[config.mk]
export PLATFORM = sky130hd
export DESIGN_NAME = armleosoc_axi_write_arbiter
export DESIGN_NICKNAME = d
export VERILOG_FILES = /design/src/rtl/armleosoc_axi_pkg.sv /design/src/rtl/armleosoc_rr_arbiter.sv /design/src/rtl/armleosoc_axi_write_arbiter.sv
export SDC_FILE = /design/constraint.sdc
export NUM_CORES = 1
export LEC_CHECK = 0
export ABC_CLOCK_PERIOD_IN_PS = 1700
export CAP_MARGIN = 0
export CORE_AREA = 2 2 119 121
export CTS_BUF_LIST = sky130_fd_sc_hd__clkbuf_4 sky130_fd_sc_hd__clkbuf_8
export DETAILED_ROUTE_END_ITERATION = 10
export DIE_AREA = 0 0 121 123
export GPL_TIMING_DRIVEN = 0
export PLACE_DENSITY = 0.62
export REMOVE_ABC_BUFFERS = 1
export SLEW_MARGIN = 20
export SYNTH_ARGS = -nofsm -noshare
export SYNTH_HDL_FRONTEND = slang
export SYNTH_HIERARCHICAL = 1
export SYNTH_SLANG_ARGS = --single-unit
[constraint.sdc]
create_clock -name clk -period 1.7 [get_ports clk]
set_clock_uncertainty 0.1 [all_clocks]
set_input_delay 0.17 -clock clk [delete_from_list [all_inputs] [get_ports clk]]
set_output_delay 0.17 -clock clk [all_outputs]
set_load 0.02 [all_outputs]
[src/rtl/armleosoc_axi_pkg.sv]
// Shared AXI definitions for the armleosoc interconnect blocks:
// arbiter state encoding, AXI response codes and AXI burst encodings.
package armleosoc_axi_pkg;

   // Arbiter FSM: IDLE waits for a request, ACTIVE owns the channel
   // until the B handshake of the granted transaction.
   typedef enum logic [0:0] {
      STATE_IDLE   = 1'b0,
      STATE_ACTIVE = 1'b1
   } arb_state_t;

   localparam logic [1:0] AXI_RESP_OKAY   = 2'b00;
   localparam logic [1:0] AXI_RESP_EXOKAY = 2'b01;
   localparam logic [1:0] AXI_RESP_SLVERR = 2'b10;
   localparam logic [1:0] AXI_RESP_DECERR = 2'b11;

   localparam logic [1:0] AXI_BURST_FIXED = 2'b00;
   localparam logic [1:0] AXI_BURST_INCR  = 2'b01;
   localparam logic [1:0] AXI_BURST_WRAP  = 2'b10;

endpackage

[src/rtl/armleosoc_rr_arbiter.sv]
// Combinational rotating-priority picker: returns the first requester
// found scanning ptr, ptr+1, ... (mod N). Shared by the read and write
// arbiters; a ptr tied to zero turns it into a fixed-priority picker.
module armleosoc_rr_arbiter
   import armleosoc_axi_pkg::*;
#(
   parameter int N = 2,
   parameter int W = (N > 1) ? $clog2(N) : 1
) (
   input  logic [N-1:0] req,
   input  logic [W-1:0] ptr,
   output logic [W-1:0] grant,
   output logic         any_req
);

   // Scan from ptr with wrap-around; the first hit wins.
   always_comb begin : scan
      logic [W-1:0] idx;
      idx     = '0;
      grant   = '0;
      any_req = 1'b0;
      for (int k = 0; k < N; k++) begin
         idx = W'((int'(ptr) + k) % N);
         if (!any_req && req[idx]) begin
            any_req = 1'b1;
            grant   = idx;
         end
      end
   end

endmodule

[src/rtl/armleosoc_axi_write_arbiter.sv]
// AXI4 write-channel arbiter: shares one downstream AW/W/B channel between
// OPT_NUMBER_OF_HOSTS upstream hosts, one outstanding write at a time.
// A grant covers AW handshake, W burst through WLAST, and the B handshake.
// Build option: define ARMLEOSOC_AXI_WRITE_ARBITER_FIXED_PRIORITY_EN to make
// the lowest-index requester always win (no round-robin pointer).
//
// Handshake rule used on every channel here: a transfer happens in the cycle
// where valid and ready are both high; valid never waits on ready, and while
// the arbiter is IDLE no valid or ready is driven on either side.
module armleosoc_axi_write_arbiter
   import armleosoc_axi_pkg::*;
#(
   parameter int ADDR_WIDTH          = 34,
   parameter int ID_WIDTH            = 4,
   parameter int DATA_WIDTH          = 32,
   parameter int OPT_NUMBER_OF_HOSTS = 2
) (
   input  logic                                       clk,
   input  logic                                       rst_n,

   input  logic [OPT_NUMBER_OF_HOSTS-1:0]             upstream_axi_awvalid,
   output logic [OPT_NUMBER_OF_HOSTS-1:0]             upstream_axi_awready,
   input  logic [OPT_NUMBER_OF_HOSTS*ADDR_WIDTH-1:0]  upstream_axi_awaddr,
   input  logic [OPT_NUMBER_OF_HOSTS*8-1:0]           upstream_axi_awlen,
   input  logic [OPT_NUMBER_OF_HOSTS*3-1:0]           upstream_axi_awsize,
   input  logic [OPT_NUMBER_OF_HOSTS*2-1:0]           upstream_axi_awburst,
   input  logic [OPT_NUMBER_OF_HOSTS-1:0]             upstream_axi_awlock,
   input  logic [OPT_NUMBER_OF_HOSTS*3-1:0]           upstream_axi_awprot,
   input  logic [OPT_NUMBER_OF_HOSTS*ID_WIDTH-1:0]    upstream_axi_awid,

   input  logic [OPT_NUMBER_OF_HOSTS-1:0]             upstream_axi_wvalid,
   output logic [OPT_NUMBER_OF_HOSTS-1:0]             upstream_axi_wready,
   input  logic [OPT_NUMBER_OF_HOSTS*DATA_WIDTH-1:0]  upstream_axi_wdata,
   input  logic [OPT_NUMBER_OF_HOSTS*(DATA_WIDTH/8)-1:0] upstream_axi_wstrb,
   input  logic [OPT_NUMBER_OF_HOSTS-1:0]             upstream_axi_wlast,

   output logic [OPT_NUMBER_OF_HOSTS-1:0]             upstream_axi_bvalid,
   input  logic [OPT_NUMBER_OF_HOSTS-1:0]             upstream_axi_bready,
   output logic [1:0]                                 upstream_axi_bresp,
   output logic [ID_WIDTH-1:0]                        upstream_axi_bid,

   output logic                                       downstream_axi_awvalid,
   input  logic                                       downstream_axi_awready,
   output logic [ADDR_WIDTH-1:0]                      downstream_axi_awaddr,
   output logic [7:0]                                 downstream_axi_awlen,
   output logic [2:0]                                 downstream_axi_awsize,
   output logic [1:0]                                 downstream_axi_awburst,
   output logic                                       downstream_axi_awlock,
   output logic [2:0]                                 downstream_axi_awprot,
   output logic [ID_WIDTH-1:0]                        downstream_axi_awid,

   output logic                                       downstream_axi_wvalid,
   input  logic                                       downstream_axi_wready,
   output logic [DATA_WIDTH-1:0]                      downstream_axi_wdata,
   output logic [(DATA_WIDTH/8)-1:0]                  downstream_axi_wstrb,
   output logic                                       downstream_axi_wlast,

   input  logic                                       downstream_axi_bvalid,
   output logic                                       downstream_axi_bready,
   input  logic [1:0]                                 downstream_axi_bresp,
   input  logic [ID_WIDTH-1:0]                        downstream_axi_bid
);

   localparam int DATA_STROBES = DATA_WIDTH / 8;
   localparam int N            = OPT_NUMBER_OF_HOSTS;
   localparam int HOST_CLOG2   = $clog2(OPT_NUMBER_OF_HOSTS);

   arb_state_t              state_q,  state_d;
   logic [HOST_CLOG2-1:0]   grant_q,  grant_d;
   logic                    awdone_q, awdone_d;
   logic                    wdone_q,  wdone_d;

   logic [HOST_CLOG2-1:0]   arb_ptr;
   logic [HOST_CLOG2-1:0]   arb_grant;
   logic                    arb_any;

`ifdef ARMLEOSOC_AXI_WRITE_ARBITER_FIXED_PRIORITY_EN
   // Scanning always starts at host 0, so the lowest index wins.
   assign arb_ptr = '0;
`else
   logic [HOST_CLOG2-1:0]   rr_ptr_q, rr_ptr_d;
   assign arb_ptr = rr_ptr_q;
`endif

   armleosoc_rr_arbiter #(
      .N (N),
      .W (HOST_CLOG2)
   ) u_rr_arbiter (
      .req     (upstream_axi_awvalid),
      .ptr     (arb_ptr),
      .grant   (arb_grant),
      .any_req (arb_any)
   );

   // State register: everything clears at once when rst_n drops.
   always_ff @(posedge clk or negedge rst_n) begin
      if (!rst_n) begin
         state_q  <= STATE_IDLE;
         grant_q  <= '0;
         awdone_q <= 1'b0;
         wdone_q  <= 1'b0;
`ifndef ARMLEOSOC_AXI_WRITE_ARBITER_FIXED_PRIORITY_EN
         rr_ptr_q <= '0;
`endif
      end else begin
         state_q  <= state_d;
         grant_q  <= grant_d;
         awdone_q <= awdone_d;
         wdone_q  <= wdone_d;
`ifndef ARMLEOSOC_AXI_WRITE_ARBITER_FIXED_PRIORITY_EN
         rr_ptr_q <= rr_ptr_d;
`endif
      end
   end

   // Next state: grant in IDLE, track AW/W completion, release on B.
   always_comb begin
      state_d  = state_q;
      grant_d  = grant_q;
      awdone_d = awdone_q;
      wdone_d  = wdone_q;
`ifndef ARMLEOSOC_AXI_WRITE_ARBITER_FIXED_PRIORITY_EN
      rr_ptr_d = rr_ptr_q;
`endif
      case (state_q)
         STATE_IDLE: begin
            if (arb_any) begin
               state_d  = STATE_ACTIVE;
               grant_d  = arb_grant;
               awdone_d = 1'b0;
               wdone_d  = 1'b0;
            end
         end
         STATE_ACTIVE: begin
            if (downstream_axi_awvalid && downstream_axi_awready)
               awdone_d = 1'b1;
            if (downstream_axi_wvalid && downstream_axi_wready && downstream_axi_wlast)
               wdone_d = 1'b1;
            if (downstream_axi_bvalid && downstream_axi_bready) begin
               state_d  = STATE_IDLE;
               awdone_d = 1'b0;
               wdone_d  = 1'b0;
`ifndef ARMLEOSOC_AXI_WRITE_ARBITER_FIXED_PRIORITY_EN
               rr_ptr_d = (grant_q == HOST_CLOG2'(N - 1)) ? '0 : grant_q + 1'b1;
`endif
            end
         end
         default: state_d = STATE_IDLE;
      endcase
   end

   // Outputs: payload muxed from the granted slice; handshakes gated by
   // state and the done flags so each channel transfers exactly once.
   always_comb begin
      upstream_axi_awready   = '0;
      upstream_axi_wready    = '0;
      upstream_axi_bvalid    = '0;
      downstream_axi_awvalid = 1'b0;
      downstream_axi_wvalid  = 1'b0;
      downstream_axi_bready  = 1'b0;

      downstream_axi_awaddr  = '0;
      downstream_axi_awlen   = '0;
      downstream_axi_awsize  = '0;
      downstream_axi_awburst = '0;
      downstream_axi_awlock  = 1'b0;
      downstream_axi_awprot  = '0;
      downstream_axi_awid    = '0;
      downstream_axi_wdata   = '0;
      downstream_axi_wstrb   = '0;
      downstream_axi_wlast   = upstream_axi_wlast[grant_q];
      for (int h = 0; h < N; h++) begin
         if (grant_q == HOST_CLOG2'(h)) begin
            downstream_axi_awaddr  = upstream_axi_awaddr[h*ADDR_WIDTH +: ADDR_WIDTH];
            downstream_axi_awlen   = upstream_axi_awlen[h*8 +: 8];
            downstream_axi_awsize  = upstream_axi_awsize[h*3 +: 3];
            downstream_axi_awburst = upstream_axi_awburst[h*2 +: 2];
            downstream_axi_awlock  = upstream_axi_awlock[h];
            downstream_axi_awprot  = upstream_axi_awprot[h*3 +: 3];
            downstream_axi_awid    = upstream_axi_awid[h*ID_WIDTH +: ID_WIDTH];
            downstream_axi_wdata   = upstream_axi_wdata[h*DATA_WIDTH +: DATA_WIDTH];
            downstream_axi_wstrb   = upstream_axi_wstrb[h*DATA_STROBES +: DATA_STROBES];
         end
      end

      if (state_q == STATE_ACTIVE) begin
         downstream_axi_awvalid        = upstream_axi_awvalid[grant_q] && !awdone_q;
         upstream_axi_awready[grant_q] = downstream_axi_awready && !awdone_q;
         downstream_axi_wvalid         = upstream_axi_wvalid[grant_q] && !wdone_q;
         upstream_axi_wready[grant_q]  = downstream_axi_wready && !wdone_q;
         if (awdone_q && wdone_q) begin
            upstream_axi_bvalid[grant_q] = downstream_axi_bvalid;
            downstream_axi_bready        = upstream_axi_bready[grant_q];
         end
      end
   end

   // Write response travels back unchanged; only bvalid is steered.
   assign upstream_axi_bresp = downstream_axi_bresp;
   assign upstream_axi_bid   = downstream_axi_bid;

endmodule
==> results <==
- The TritonCTS clock tree is built.
- Summed over all instances, the cell type with the most area after synthesis is sky130_fd_sc_hd__mux2_2.
- The number of H-tree branching levels is 1.
- Per report_power, the combinational group accounts for 90.9% of the total.
- The max-capacitance violation count is 0.
- The number of instances in the placed design is 604.
- The run finished, with violations left.
- The final cell count without fillers is 633.
- The number of antenna violations at the first check in global routing is 0.
- For this design the static power due to leakage is 2.03 nW.
- The initial utilization of the core area, before any placement, comes to 10.9%.
- The net switching power figure is 2.41 mW.
- In this run the critical register-to-register path is launched from grant_q$_DFFE_PN0P_.
- Counting every sink on the clock net gives 5.
- After detailed routing, the average wire length per cell comes to 16.1 um.
- The register bit total from synthesis is 5.
- Wires add up to 10.2 mm.
- The final reports fail on negative setup slack.
- The minimum period implied by the final worst setup slack is 1.90 ns.
- The area of the core is 13,600 um^2.
- The count of input and output buffers is 295.
- The floorplan has 43 rows.
- The remaining design rule violation count is 0.
- The clock network accounts for 4.1% of the total power.
- The number of max-slew violations in the final report is 0.
- The number of warning messages in the yosys log is 6.
- The HPWL after detailed placement is 7.86 mm.
- After synthesis, the mean cell area works out to 10.2 um^2.
- For the worst-skew pair, the clock arrives at the later sink with an insertion delay of 0.22 ns.
- By area the synthesized netlist is led by sky130_fd_sc_hd__mux2_2, sky130_fd_sc_hd__dfrtp_1, sky130_fd_sc_hd__buf_4.
- Setup repair after global routing could not meet its margin everywhere.
- Once detail routing completed, the nets flagged for antenna violations numbered 0.
- OpenSTA, run right after detailed placement, puts the worst setup slack at -0.763 ns.
- Of the total power, the share spent switching nets is 42.8%.
- The worst endpoint required time is 1.43 ns.
- The deepest clock path buffer count is 2.
- The share of total power dissipated in sequential elements is 4.9%.
- The synthesis-to-layout area growth is 231%.
- For this run, the register share of the synthesized area comes to 8.42%.
- Across all register-to-register paths, the minimum setup slack is 0.05 ns.
- The arrival time of data at the critical path endpoint is 1.63 ns.
- The worst-path maximum fanout is 8.
- The number of top-level design ports is 308.
- For this run, the total global-route usage over all layers was measured as 12.7%.
- The transition time at the pin with the least slew margin is 0.294 ns.
- The routability-driven placement congestion ratio is 0.780.
- The worst-case reg-to-reg path depth is 5.
- The number of failing hold endpoints at the final stage is 0.
- Entering global routing, the biggest net connects 15 pins.
- The routed via count divided by cell count is 3.89.
- CTS placed an instance of sky130_fd_sc_hd__clkbuf_8 at the clock tree root.
- The number of CTS-inserted buffers is 3.
- The worst-case vdd ir drop is 0.779 mV.
- Power spread over the standard cell area amounts to 1140 nW/um^2.
- Detailed routing inserted a total of 2,462 vias.
- The first global-routing pass estimated 14.5 mm of wire.
- The critical path launch point type is a register.
- The vertical die dimension is 123 um.
- The post-synthesis instance total is 146.
- Dividing the final minimum period by the clock period gives 112%.
- In this run, the number of DRC markers left after iteration 0 of detailed routing was 45.
- The endpoint type of the worst setup path is an output pin.
- The netlist area before placement is 1490 um^2.
- The synthesized design devotes to its leading area cell type 70.5% of total area.
- Setup violations remaining at the end of the flow were counted as 94.
- The remaining global-route overflow is 0.
- Cells with a size suffix above 1 make up 49.9% of the layout.
- Measured along the x axis, the die boundary spans 121 um.
- The die covers 14,900 um^2.
- Once routing completed, OpenROAD measured the worst setup slack at -0.203 ns.
- The total iterations of the first detailed-routing run is 4.
- By startpoint and endpoint, the worst setup path is classified as reg -> out.
- The internal portion of the total power is 3.21 mW.
- The min-delay analysis places its worst path in the category in -> async.
- The antenna diode count is 0.
- After the last flow step, the layout net total stands at 655.
- The worst pin sits at a relative slew slack of 80.4%.
- Static timing analysis puts the maximum clock frequency at 525 MHz.
- The number of global-route vias before repair is 2,642.
- The destination of the worst register-to-register timing path is arb_ptr$_DFFE_PN0P_.
- After clock tree synthesis, the clock-pin slew on the worst setup and hold paths is 0.04 ns.
- The post-synthesis cell type count is 21.
==> per-stage QoR <==
| step | TNS (ns) | hold WS [ns] | utilization, % | power [mW] | instance area [um^2] |
|---|---|---|---|---|---|
| 6_report | -9.13 | 0.0704 | 36.1 | 5.62 | 4920 |
| 5_1_grt | -13.69 | 0.0848 | 36.1 | 5.96 | 4920 |
| 4_1_cts | -10.28 | 0.0778 | 35.1 | 5.50 | 4780 |
| 3_5_place_dp | -53.87 | 0.240 | 33.7 | 4.57 | 4590 |
| 3_3_place_gp | -292.01 | 0.240 | 33.5 | 3.56 | 4550 |
| 2_1_floorplan | -154.22 | -0.226 | - | 2.37 | 1380 |
==> sequential cells by signal, summed over array words and instances, names as in the netlist <==
register  flops
arb_ptr       1
awdone_q      1
grant_q       1
state_q       1
wdone_q       1
==> metal layers <==
layer	vias to the layer above	part of all wire, %	routed length (um)	GRT usage (%)
li1	1154	-	-	-
met1	1107	35	3540	13.5
met2	189	52	5260	24.1
met3	12	12	1220	4.43
met4	0	1.8	184	2.54
met5	-	0	0	0
==> cells in the final DEF (no fill, tap or decap), drive strengths merged, types with 4 or more instances in the layout <==
cell / count
nor2: 5
dfrtp: 5
mux2: 93
dlygate4sd2: 11
mux2i: 4
clkdlybuf4s15: 5
clkbuf: 4
clkdlybuf4s50: 194
buf: 111
==> synth_stat cells <==
cell type and instances:
sky130_fd_sc_hd__o31a_1 1, sky130_fd_sc_hd__a21boi_1 1, sky130_fd_sc_hd__o2bb2ai_1 1, sky130_fd_sc_hd__nor3b_2 1, sky130_fd_sc_hd__nand4_1 1, sky130_fd_sc_hd__inv_1 3, sky130_fd_sc_hd__nand2_1 3, sky130_fd_sc_hd__nor2_1 5
sky130_fd_sc_hd__mux2_2 93, sky130_fd_sc_hd__o21ai_1 1, sky130_fd_sc_hd__dfrtp_1 5, sky130_fd_sc_hd__or2_1 1, sky130_fd_sc_hd__buf_2 9, sky130_fd_sc_hd__mux2i_1 4, sky130_fd_sc_hd__nor2b_1 1, sky130_fd_sc_hd__and4b_1 2
sky130_fd_sc_hd__clkbuf_1 1, sky130_fd_sc_hd__nor4bb_1 2, sky130_fd_sc_hd__nand2b_1 1, sky130_fd_sc_hd__buf_4 8, sky130_fd_sc_hd__nor3b_1 2
==> worst max-delay path: stages, from the launching register on <==
cell,delay (ns)
sky130_fd_sc_hd__dfrtp_4,0.49
sky130_fd_sc_hd__buf_12,0.16
sky130_fd_sc_hd__buf_12,0.13
sky130_fd_sc_hd__buf_16,0.14
sky130_fd_sc_hd__mux2i_1,0.12
sky130_fd_sc_hd__nor3b_2,0.19
sky130_fd_sc_hd__buf_4,0.18
==> how the worst max path moves through the flow <==
stage	start	endpoint	slack, ns	cells past startpoint
floorplan	grant_q$_DFFE_PN0P_	downstream_axi_bready	-1.81	2
global placement	grant_q$_DFFE_PN0P_	downstream_axi_bready	-3.04	3
detailed placement	grant_q$_DFFE_PN0P_	downstream_axi_awvalid	-0.76	4
CTS	grant_q$_DFFE_PN0P_	downstream_axi_awvalid	-0.24	6
global route	grant_q$_DFFE_PN0P_	downstream_axi_awvalid	-0.27	6
finish	grant_q$_DFFE_PN0P_	downstream_axi_awvalid	-0.20	6
==> cells by family after synthesis <==
kind of cell,share of synthesized area [%]
muxes,73.2
buffers and inverters,8.09
AOI/OAI and AO/OA,2.02
and+or+nand+nor,8.26
DFF,8.42
==> power groups by stage <==
stage	Clock (mW)	Combinational, mW	Sequential [mW]
2_1_floorplan	0	1.91	0.463
3_3_place_gp	0	3.09	0.473
3_5_place_dp	0	4.14	0.431
4_1_cts	0.237	5.00	0.259
5_1_grt	0.251	5.41	0.292
6_report	0.232	5.11	0.278
==> timing repair <==
action | CTS | global route
setup buffers | 17 | 6
cloned | 5 | 0
hold buffers | 0 | 0
resized for setup | 461 | 38
pin swaps | 6 | 3
setup endpoints to repair | 103 | 104
==> area by class of cell <==
type / instances / area, um^2
tap: 180 / 225
sequential: 5 / 130
timing repair buffer: 321 / 3180
inverter: 3 / 11.3
clock buffer: 4 / 48.8
fill: 1372 / 8690
multi-input combinational: 120 / 1330
Power figures use the tool's default switching activity.
